`config.mk`:
```
export PLATFORM = sky130hd
export DESIGN_NAME = mips_exec_datapath
export DESIGN_NICKNAME = d
export VERILOG_FILES = /design/src/rtl/mips_exec_datapath.sv
export SDC_FILE = /design/constraint.sdc
export NUM_CORES = 1
export LEC_CHECK = 0
export BUFFER_PORTS_ARGS = -buffer_cell sky130_fd_sc_hd__buf_4
export CORE_ASPECT_RATIO = 0.9
export CORE_MARGIN = 5
export CORE_UTILIZATION = 59
export DETAILED_ROUTE_END_ITERATION = 8
export HOLD_SLACK_MARGIN = 0.05
export PLACE_DENSITY = 0.86
export SETUP_SLACK_MARGIN = 0.2
export SLEW_MARGIN = 10
export SYNTH_ARGS = -nofsm -noshare
export SYNTH_HDL_FRONTEND = slang
export SYNTH_SLANG_ARGS = --single-unit
```
`constraint.sdc`:
```
create_clock -name clk -period 19 [get_ports clk]
set_input_delay 3.8 -clock clk [delete_from_list [all_inputs] [get_ports clk]]
set_output_delay 3.8 -clock clk [all_outputs]
set_load 0.01 [all_outputs]
```
`src/rtl/mips_exec_datapath.sv`:
```
// MiniMIPS execute slice: dest-register mux, operand-B mux, 32-bit ALU and a one-stage output register.
// Define MINIMIPS_ALU_SHIFT_EN to build the SLL shifter; otherwise alu_ctrl=101 returns zero.
module mips_exec_datapath #(
  parameter int WIDTH   = 32,
  parameter int RADDR_W = 3
) (
  input  logic               clk,
  input  logic               rst,
  input  logic               en,
  input  logic [RADDR_W-1:0] rt_addr,
  input  logic [RADDR_W-1:0] rd_addr,
  input  logic               reg_dest,
  input  logic [WIDTH-1:0]   read_data1,
  input  logic [WIDTH-1:0]   read_data2,
  input  logic [WIDTH-1:0]   imm32,
  input  logic               alu_src,
  input  logic [2:0]         alu_ctrl,
  input  logic               carry_in,
  output logic [RADDR_W-1:0] write_reg,
  output logic [WIDTH-1:0]   alu_result,
  output logic               zero,
  output logic               overflow,
  output logic [RADDR_W-1:0] write_reg_q,
  output logic [WIDTH-1:0]   alu_result_q,
  output logic               zero_q,
  output logic               overflow_q,
  output logic               valid_q
);

  typedef enum logic [2:0] {
    ALU_AND = 3'b000,
    ALU_OR  = 3'b001,
    ALU_ADD = 3'b010,
    ALU_XOR = 3'b011,
    ALU_NOR = 3'b100,
    ALU_SLL = 3'b101,
    ALU_SUB = 3'b110,
    ALU_SLT = 3'b111
  } alu_op_e;

  logic [WIDTH-1:0] op_a;
  logic [WIDTH-1:0] op_b;
  logic [WIDTH-1:0] cin_ext;
  alu_op_e          op;

  assign write_reg = reg_dest ? rd_addr : rt_addr;
  assign op_a      = read_data1;
  assign op_b      = alu_src ? imm32 : read_data2;
  assign cin_ext   = {{(WIDTH-1){1'b0}}, carry_in};
  assign op        = alu_op_e'(alu_ctrl);

  always_comb begin
    // NOTE: every output gets a default first so no path through the case can infer a latch.
    alu_result = '0;
    overflow   = 1'b0;
    case (op)
      ALU_AND: alu_result = op_a & op_b;
      ALU_OR:  alu_result = op_a | op_b;
      ALU_ADD: begin
        alu_result = op_a + op_b + cin_ext;
        overflow   = (op_a[WIDTH-1] == op_b[WIDTH-1]) && (alu_result[WIDTH-1] != op_a[WIDTH-1]);
      end
      ALU_XOR: alu_result = op_a ^ op_b;
      ALU_NOR: alu_result = ~(op_a | op_b);
`ifdef MINIMIPS_ALU_SHIFT_EN
      ALU_SLL: alu_result = op_b << op_a[4:0];
`else
      ALU_SLL: alu_result = '0;
`endif
      ALU_SUB: begin
        alu_result = op_a - op_b;
        overflow   = (op_a[WIDTH-1] != op_b[WIDTH-1]) && (alu_result[WIDTH-1] != op_a[WIDTH-1]);
      end
      // Signed compare rather than the subtract sign bit, so SLT stays right when A-B overflows.
      ALU_SLT: alu_result = {{(WIDTH-1){1'b0}}, ($signed(op_a) < $signed(op_b))};
      default: alu_result = '0;
    endcase
  end

  assign zero = (alu_result == '0);

  logic [RADDR_W-1:0] write_reg_d;
  logic [WIDTH-1:0]   alu_result_d;
  logic               zero_d;
  logic               overflow_d;
  logic               valid_d;

  always_comb begin
    write_reg_d  = write_reg_q;
    alu_result_d = alu_result_q;
    zero_d       = zero_q;
    overflow_d   = overflow_q;
    valid_d      = en;
    if (en) begin
      write_reg_d  = write_reg;
      alu_result_d = alu_result;
      zero_d       = zero;
      overflow_d   = overflow;
    end
  end

  // NOTE: sequential state uses non-blocking assignments so all registers update together at the edge.
  always_ff @(posedge clk) begin
    if (rst) begin
      write_reg_q  <= '0;
      alu_result_q <= '0;
      zero_q       <= 1'b0;
      overflow_q   <= 1'b0;
      valid_q      <= 1'b0;
    end else begin
      write_reg_q  <= write_reg_d;
      alu_result_q <= alu_result_d;
      zero_q       <= zero_d;
      overflow_q   <= overflow_d;
      valid_q      <= valid_d;
    end
  end

endmodule

```
==> results of run 1 <==
sequential cells by signal, indices dropped and copies added, names as in the netlist:
name	count
write_reg_q	3
valid_q	1
zero_q	1
alu_result_q	32
overflow_q	1
stage by stage:
| step | std cells | hold slack [ns] | power, mW | setup slack, ns |
|---|---|---|---|---|
| after floorplan | 1146 | 0.502 | 0.301 | 5.81 |
| after global placement | 1428 | 0.471 | 0.409 | 5.66 |
| after detailed placement | 1428 | 0.476 | 0.412 | 5.53 |
| after CTS | 1436 | 0.483 | 0.499 | 5.55 |
| after global routing | 1436 | 0.507 | 0.537 | 5.23 |
| final | 1436 | 0.486 | 0.509 | 5.52 |
power by group:
| part | total [mW] | switching [mW] | internal [mW] |
|---|---|---|---|
| Sequential | 0.0900 | 0.00348 | 0.0865 |
| Clock | 0.0862 | 0.0342 | 0.0520 |
| Combinational | 0.332 | 0.203 | 0.129 |
kinds of logic (layout without fill, tap and decap cells):
group | after synthesis | after routing
AOI/OAI and AO/OA | 338 | 338
muxes | 84 | 84
DFF | 38 | 38
and+or+nand+nor | 381 | 381
buffers and inverters | 179 | 301
adders and majority gates | 101 | 101
xor gates and xnor gates | 25 | 25
cells in the final DEF (no fill, tap or decap), types with 6 or more instances in the layout:
master,count
buf_4,195
nor2_1,152
ha_1,98
inv_1,96
a21oi_1,89
mux2i_1,75
nand2_1,73
o21ai_0,56
dfxtp_1,38
nor3_1,31
nor4_1,21
a211oi_1,20
xnor2_1,18
nand3_1,17
nand4_1,17
a31oi_1,17
nor2b_1,12
o22ai_1,12
a22oi_1,12
o211ai_1,11
o21a_1,11
o31ai_1,11
o21bai_1,10
a21o_1,10
a221oi_1,9
and3_1,9
nand2b_1,8
mux2_2,8
xor2_1,7
or4_1,6
or3_1,6
o211a_1,6
layer usage:
layer	part of all wire, %	up-vias	GRT usage [%]
li1	-	4402	-
met4	4.6	0	14.0
met3	13	105	9.23
met2	44	697	57.3
met5	0	-	0
met1	39	4364	47.7
synth_stat cells, types with 10 or more instances:
cell,n,area share [%]
dfxtp_1,38,9.6
o21a_1,11,1.0
ha_1,98,15
clkbuf_1,61,2.9
nor4_1,21,1.6
nor2_1,152,7.2
a211oi_1,20,1.9
a22oi_1,12,1.1
nand4_1,17,1.3
o21bai_1,10,0.94
o31ai_1,11,1.0
o22ai_1,12,0.94
a21o_1,10,0.94
mux2i_1,75,9.4
buf_1,14,0.66
nand2_1,73,3.4
o21ai_0,56,3.5
o211ai_1,11,1.0
nor3_1,31,1.9
a21oi_1,89,5.6
xnor2_1,18,2.0
nand3_1,17,1.1
inv_1,96,4.5
a31oi_1,17,1.3
nor2b_1,12,0.94
worst min-delay path, delay by kind of cell (launching register included):
kind	cells	cell delay, ns
flops	1	0.31
simple gates	2	0.13
area by class of cell:
type	instances	area (µm²)
flip-flops and latches	38	761
well taps	168	210
repair buffers	195	1460
clock buffers	6	139
clock inverters	2	12.5
multi-input cells	929	6510
inverters	98	370
fillers	1156	3850
worst min path at each step:
stage,start,end,slack [ns],depth (start not counted)
after global placement,alu_result_q[31],alu_result_q[31],0.47,2
after floorplan,write_reg_q[2],write_reg_q[2],0.50,2
after global routing,alu_result_q[26],alu_result_q[26],0.51,2
final,write_reg_q[2],write_reg_q[2],0.49,2
after detailed placement,write_reg_q[2],write_reg_q[2],0.48,2
after CTS,write_reg_q[2],write_reg_q[2],0.48,2
==> metrics.txt, run 1 <==
FF-to-FF End alu_result_q[2]; EDFF count, synth 0; Adder-Cell Fraction of Synth Area 16.1%; vias per cell 6.66; CP max FO 32; PostCTS Resize Cnt 0; PD cells 53.7 nW/µm²; Synth Area in Simple Gates 22.8%; Die Span Y 120 µm; RSZ-0062 raised after global routing false; Synth Area in Compound Gates 29.2%; Num CTS Buffers 5; Core Box Area 13300 µm²; mux share of post-synthesis cell area 10.7%; crit path launch alu_src; placed cell areas 9310 µm²; cell chosen for the clock root clkbuf_16; All-Layer GR Usage 36.3%; Post-DP HPWL 23600 µm; slew margin rel. 30.3%; Post-DRT Antenna Nets 0; CP Class in -> out; clock tree from TritonCTS built; I/O Buffers 185; vias post-DR 9568; Core Rows 40; GP Congestion 1.02; Ports 186; DRT iter0 DRCs 1479; largest family of logic cells by synthesized area compound AO/OA/AOI/OAI gates; buffers and inverters on the worst path 3; Final setup viols 0; total grt overflow 0; vias in the first global route 8732; post-route cell area 9460 µm²; initial antenna violation count 0; post-synthesis cell count 1146; routed len/inst 21.4 µm; postcts setup bufs 0; Final Skew 0 ns; WP data arrival 9.68 ns; largest net degree at the start of global routing 51; static leakage 4.51 nW; clk slew on worst S/H paths 0.06 ns; Synth cell types 77; Syn-to-layout area delta 18.8%; worst reg2reg setup slack 18.14 ns; CP delay by family, top simple AND/OR/NAND/NOR gates; layout cells sized above 1 18.1%; post-synthesis xor/xnor area fraction 2.75%; max incr delay on CP 0.54 ns; DR pass1 iterations 7; Max Clk Rate 74.2 MHz; Die ar. 15900 µm²; sequential area share after synthesis 9.55%; Total Routed Length 30700 µm; cts hold-fix bufs 0; mapped cell area 7970 µm²; Seq cells post-synth 38; starting density of the core 59.8%; H-tree Lvls 2; syn_area_per_cell 6.95 µm²; main flop type after synthesis dfxtp_1; Die X 132 µm; FFs w/ async S/R, synth 0%; Stages on worst setup path 17; crit path cell chain buf_4, mux2i_1, inv_1, fa_1, fa_1, a21oi_1, o221ai_4, a41oi_2, mux2_4, o32a_4, or4_1, or4_1, nor4_1, nand4b_1, or4b_4, nor4b_1, buf_4; clk_lat worst skew 0.28 ns; R2R Path Start alu_result_q[2]; final hold violation count 0; Crit-path slowest cell or4b_4; DR DRC count 0; type of origin of the critical path primary input; fin util 71.1%; post-route setup TNS 0 ns; # nets final 1479; CP Capture Type output pin; Final Cycle Share 71.0%; min cycle time layout 13.48 ns; CTS Buffer Depth 2; max-cap viol count 0; CTS Sinks 38; Min-Delay Path Class reg -> reg; Ys Warns 0; first-pass GRT wire length 47500 µm; worst r2r path cells 2; max-slew violation count 0; diodes inserted 0; maximum VDD drop 0.0000448 V; status completed; Setup crit end zero; CP required 15.20 ns; syn_nets 1358; Worst Tran Pin Value 1.03 ns
Note: power is estimated with default switching activity, not from simulation.
==> inputs of run 2 (changes only) <==
ABC_AREA = 1   (was unset)
CORE_UTILIZATION = 58   (was 59)
PLACE_DENSITY = 0.83   (was 0.86)
clock period = 13.5 ns   (was 19 ns; I/O delays follow)
==> metrics.txt, run 2 <==
CP max FO 64; CP Class in -> out; flip-flop count of the largest register after layout 32; CP Capture Type output pin; H-tree Lvls 2; sequential area share after synthesis 8.02%; DR pass1 iterations 6; Seq cells post-synth 38; top cell type's share of synthesized area 22.9%; mapped cell area 9490 µm²; Worst Tran Pin Value 0.883 ns; WP data arrival 6.51 ns; vias in the first global route 10803; FFs w/ async S/R, synth 0%; largest net degree at the start of global routing 65; syn_nets 2004; CP required 10.80 ns; Max Clk Rate 109 MHz; most common cell in the netlist nand2_1; max-cap viol count 0; largest reg by FF count alu_result_q; clk_lat worst skew 0.28 ns; routed len/inst 17.8 µm; # placed instances 2124; Final Skew 0 ns; Ys Warns 0; Core Rows 44; vias post-DR 12047; post-synthesis cell count 1792; Worst path most repeated cell nand3_1; crit path cell chain buf_4, nand2_1, o21ai_0, inv_1, fa_1, fa_1, nand3_1, nand3_1, nand2_1, nand3_1, nand2_1, nand3_1, nand3_1, nand4_1, nor2_1, nand2_1, nor2_1, nand3_1, inv_1, buf_4; Min-Delay Path Class reg -> reg; status completed; min cycle time layout 9.21 ns; vias per cell 5.65; postcts setup bufs 0; DR DRC count 0; DRT iter0 DRCs 1464; starting density of the core 59.0%; static leakage 6.70 nW; Synth cell types 44; Post-Layout Cell Count 2132; main flop type after synthesis dfxtp_1; Ports 186; Synth top cells by count nand2_1 (579), inv_1 (388), nor2_1 (162), nand3_1 (133), ha_1 (98); Post-DRT Antenna Nets 0; clk slew on worst S/H paths 0.06 ns; EDFF count, synth 0; Die Span Y 131 µm; PD cells 72.3 nW/µm²; Crit-path slowest cell fa_1; largest area contributor in the netlist nand2_1; Final setup viols 0; cts hold-fix bufs 0; buffers and inverters on the worst path 4; Design Power 0.788 mW; type of origin of the critical path primary input; PostCTS Resize Cnt 0; Die ar. 19000 µm²; post-route setup TNS 0 ns; crit path launch alu_src; initial antenna violation count 0; Total Routed Length 37900 µm; Top Registers alu_result_q: 32 flops, write_reg_q: 3 flops; cell chosen for the clock root clkbuf_16; RSZ-0062 raised after global routing false; Post-DP HPWL 30600 µm; clock tree from TritonCTS built; top post-synthesis cells by area nand2_1 (23%), inv_1 (15%), ha_1 (13%); placed cell areas 10700 µm²; # nets final 2136; max-slew violation count 0; slew margin rel. 40.9%; CTS Buffer Depth 2; diodes inserted 0; most common cell after layout, fill and taps aside nand2_1; layout cells sized above 1 15.6%; GP Congestion 1.11; fin util 67.9%; hold path start alu_result_q[1]; CTS Sinks 38; Core Box Area 16100 µm²; max incr delay on CP 0.52 ns; CP delay by family, top simple AND/OR/NAND/NOR gates; I/O Buffers 185; maximum VDD drop 0.000139 V; syn_area_per_cell 5.29 µm²; Die X 145 µm; Syn-to-layout area delta 15.0%; total grt overflow 0; final hold violation count 0; most frequent cells in the layout nand2_1 (579), inv_1 (388), buf_4 (187), nor2_1 (162), nand3_1 (133); first-pass GRT wire length 57400 µm; post-route cell area 10900 µm²; Num CTS Buffers 5; Final Cycle Share 68.2%; All-Layer GR Usage 37.9%; R2R Path Start alu_result_q[18]
==> run 2: layout make-up <==
cell class	count	area (µm²)
Clock inverter	2	60.1
Timing Repair Buffer	187	1400
Tap cell	207	259
Clock buffer	6	139
Inverter	405	1520
Sequential cell	38	761
Multi-Input combinational cell	1287	6770
Fill cell	1570	5160
==> run 2: where the power goes <==
group | internal [mW] | leakage (nW) | switching [mW]
clock network | 0.111 | 0.0971 | 0.0464
registers | 0.121 | 0.315 | 0.00535
logic | 0.167 | 6.29 | 0.337
total | 0.400 | 6.70 | 0.389
==> run 2: metrics by stage <==
step                      hold slack [ns]  setup WS [ns]
after global placement              0.464           4.39
after CTS                           0.518           4.40
after global routing                0.537           4.07
after floorplan                     0.516           5.13
after detailed placement            0.481           4.41
final                               0.519           4.29
==> run 2: worst paths after layout <==
| path | endpoint | slack (ns) | cells past startpoint |
|---|---|---|---|
| setup reg to reg | alu_result_q[18] | 12.67 | 2 |
| setup / recovery | zero | 4.29 | 20 |
| hold reg to reg | alu_result_q[1] | 0.52 | 2 |
| hold / removal | alu_result_q[1] | 0.52 | 2 |
==> run 2: cell families (layout without fill, tap and decap cells) <==
group	after synthesis	in the layout	synth area share, %
and+or+nand+nor	987	987	45.0
xor gates and xnor gates	1	1	0.0923
adders and majority gates	101	101	13.6
muxes	3	3	0.356
DFF	38	38	8.02
buffers and inverters	467	600	20.6
AOI/OAI and AO/OA	195	195	12.4
==> run 2: routing by layer <==
metal | track usage (%) | wire length (µm) | vias up
met4 | 13.9 | 1550 | 0
met2 | 56.3 | 15500 | 873
met5 | 0 | 0 | -
li1 | - | - | 5723
met1 | 53.4 | 15200 | 5318
met3 | 8.47 | 5760 | 133
==> run 2: worst min-delay path, stage by stage, from the launching register on <==
cell and delay [ns]:
dfxtp_1 0.34, o211ai_1 0.09, inv_1 0.06
==> inputs of run 3 (changes only) <==
clock period = 9.49 ns   (was 13.5 ns; I/O delays follow)
==> metrics.txt, run 3 (synthesized netlist as in run 2, its figures left out) <==
most frequent cells in the layout nand2_1 (579), inv_1 (388), buf_4 (187), nor2_1 (162), nand3_1 (133); Core Box Area 16100 µm²; Min-Delay Path Class reg -> reg; sequential power share 16.6%; fin util 67.7%; layout cells sized above 1 15.6%; cts hold-fix bufs 0; WP data arrival 5.88 ns; initial antenna violation count 0; Die Span Y 131 µm; CTS Sinks 38; first-pass GRT wire length 56300 µm; Num CTS Buffers 5; final hold violation count 0; vias per cell 5.65; largest net degree at the start of global routing 65; largest reg by FF count alu_result_q; diodes inserted 0; Ports 186; CP Capture Type output pin; most common cell after layout, fill and taps aside nand2_1; Post-DP HPWL 30900 µm; clk slew on worst S/H paths 0.06 ns; total grt overflow 0; routed len/inst 17.7 µm; flip-flop count of the largest register after layout 32; Post-DRT Antenna Nets 0; PostCTS Resize Cnt 0; Die X 145 µm; max incr delay on CP 0.54 ns; RSZ-0062 raised after global routing false; DRT iter0 DRCs 1640; Syn-to-layout area delta 14.7%; Worst Tran Pin Value 0.866 ns; Total Routed Length 37600 µm; min cycle time layout 7.78 ns; DR pass1 iterations 8; status completed; # nets final 2136; Final Cycle Share 82.0%; max-slew violation count 0; clk_lat worst skew 0.28 ns; vias post-DR 12045; Final setup viols 0; slew margin rel. 42.2%; I/O Buffers 185; vias in the first global route 10648; Max Clk Rate 129 MHz; GP Congestion 1.06; crit path cell chain buf_4, nand2_1, o21ai_0, inv_1, fa_1, fa_1, nand2_1, nand3_1, nand3_1, nand2_1, nand2_1, nand2_1, nand2_1, nand3_1, nand3_1, nand4_2, nor2_1, nand2_1, nor2_1, nand3_1, inv_1, buf_4; Worst path most repeated cell nand2_1; Sw Share 50.7%; CP max FO 64; Final Skew 0 ns; static leakage 6.69 nW; Top Registers alu_result_q: 32 flops, write_reg_q: 3 flops; post-route setup TNS 0 ns; DR DRC count 0; buffers and inverters on the worst path 4; clock tree from TritonCTS built; CP required 7.59 ns; CTS Buffer Depth 2; maximum VDD drop 0.000187 V; CP Class in -> out; max-cap viol count 0; Psw 0.548 mW; cell chosen for the clock root clkbuf_16; Clk pwr share 17.3%; All-Layer GR Usage 37.1%; starting density of the core 59.0%; CP delay by family, top simple AND/OR/NAND/NOR gates; Die ar. 19000 µm²; type of origin of the critical path primary input; postcts setup bufs 0; Int Power 0.534 mW; H-tree Lvls 2; PD cells 99.5 nW/µm²; Core Rows 44; Crit-path slowest cell fa_1; Comb power frac 66.1%
## run 3: changes by cell type in the layout (fill, tap and decap cells not counted)
cell | before | now
clkinv_2 | 0 | 2
bufinv_16 | 2 | 1
clkbuf_8 | 1 | 0
## run 3: worst reg2reg max path: stages, from the launching register on
cell and delay (ns):
dfxtp_1 0.31, o21ai_0 0.29, a31oi_1 0.11
## run 3: metal layers
metal	vias up	global-route usage (%)	part of all wire, %
li1	5730	-	-
met1	5378	53.2	40
met2	816	56.4	42
met3	121	5.56	14
met4	0	12.5	3.8
met5	-	0	0
## run 3: metrics by stage
stage	hold WS (ns)	cell area (µm²)	power, mW	instances	setup WS [ns]
final	0.512	10900	1.08	2132	1.71
after global routing	0.549	10900	1.14	2132	1.52
after CTS	0.499	10900	1.06	2132	1.86
after detailed placement	0.487	10700	0.868	2124	1.87
after global placement	0.464	10700	0.853	2124	1.96
after floorplan	0.516	9490	0.640	1792	2.72
## run 3: path summary, 6_finish.rpt
kind	depth (start not counted)	end	from	slack (ns)
worst max-delay path	22	zero	alu_src	1.71
worst min-delay path	2	alu_result_q[8]	alu_result_q[8]	0.51
worst max register to register	2	alu_result_q[5]	alu_result_q[5]	8.63
worst min register to register	2	alu_result_q[8]	alu_result_q[8]	0.51
## run 3: cell type report
class / count / area (µm²)
Clock buffer: 5 / 125
Clock inverter: 3 / 40.0
Fill cell: 1585 / 5200
Inverter: 405 / 1520
Multi-Input combinational cell: 1287 / 6770
Sequential cell: 38 / 761
Tap cell: 207 / 259
Timing Repair Buffer: 187 / 1400
## run 3: power groups by stage
stage / logic [mW] / clock network, mW / registers, mW
2_1_floorplan: 0.452 / 0 / 0.188
3_3_place_gp: 0.671 / 0 / 0.182
3_5_place_dp: 0.685 / 0 / 0.183
4_1_cts: 0.690 / 0.186 / 0.180
5_1_grt: 0.774 / 0.190 / 0.181
6_report: 0.715 / 0.187 / 0.180
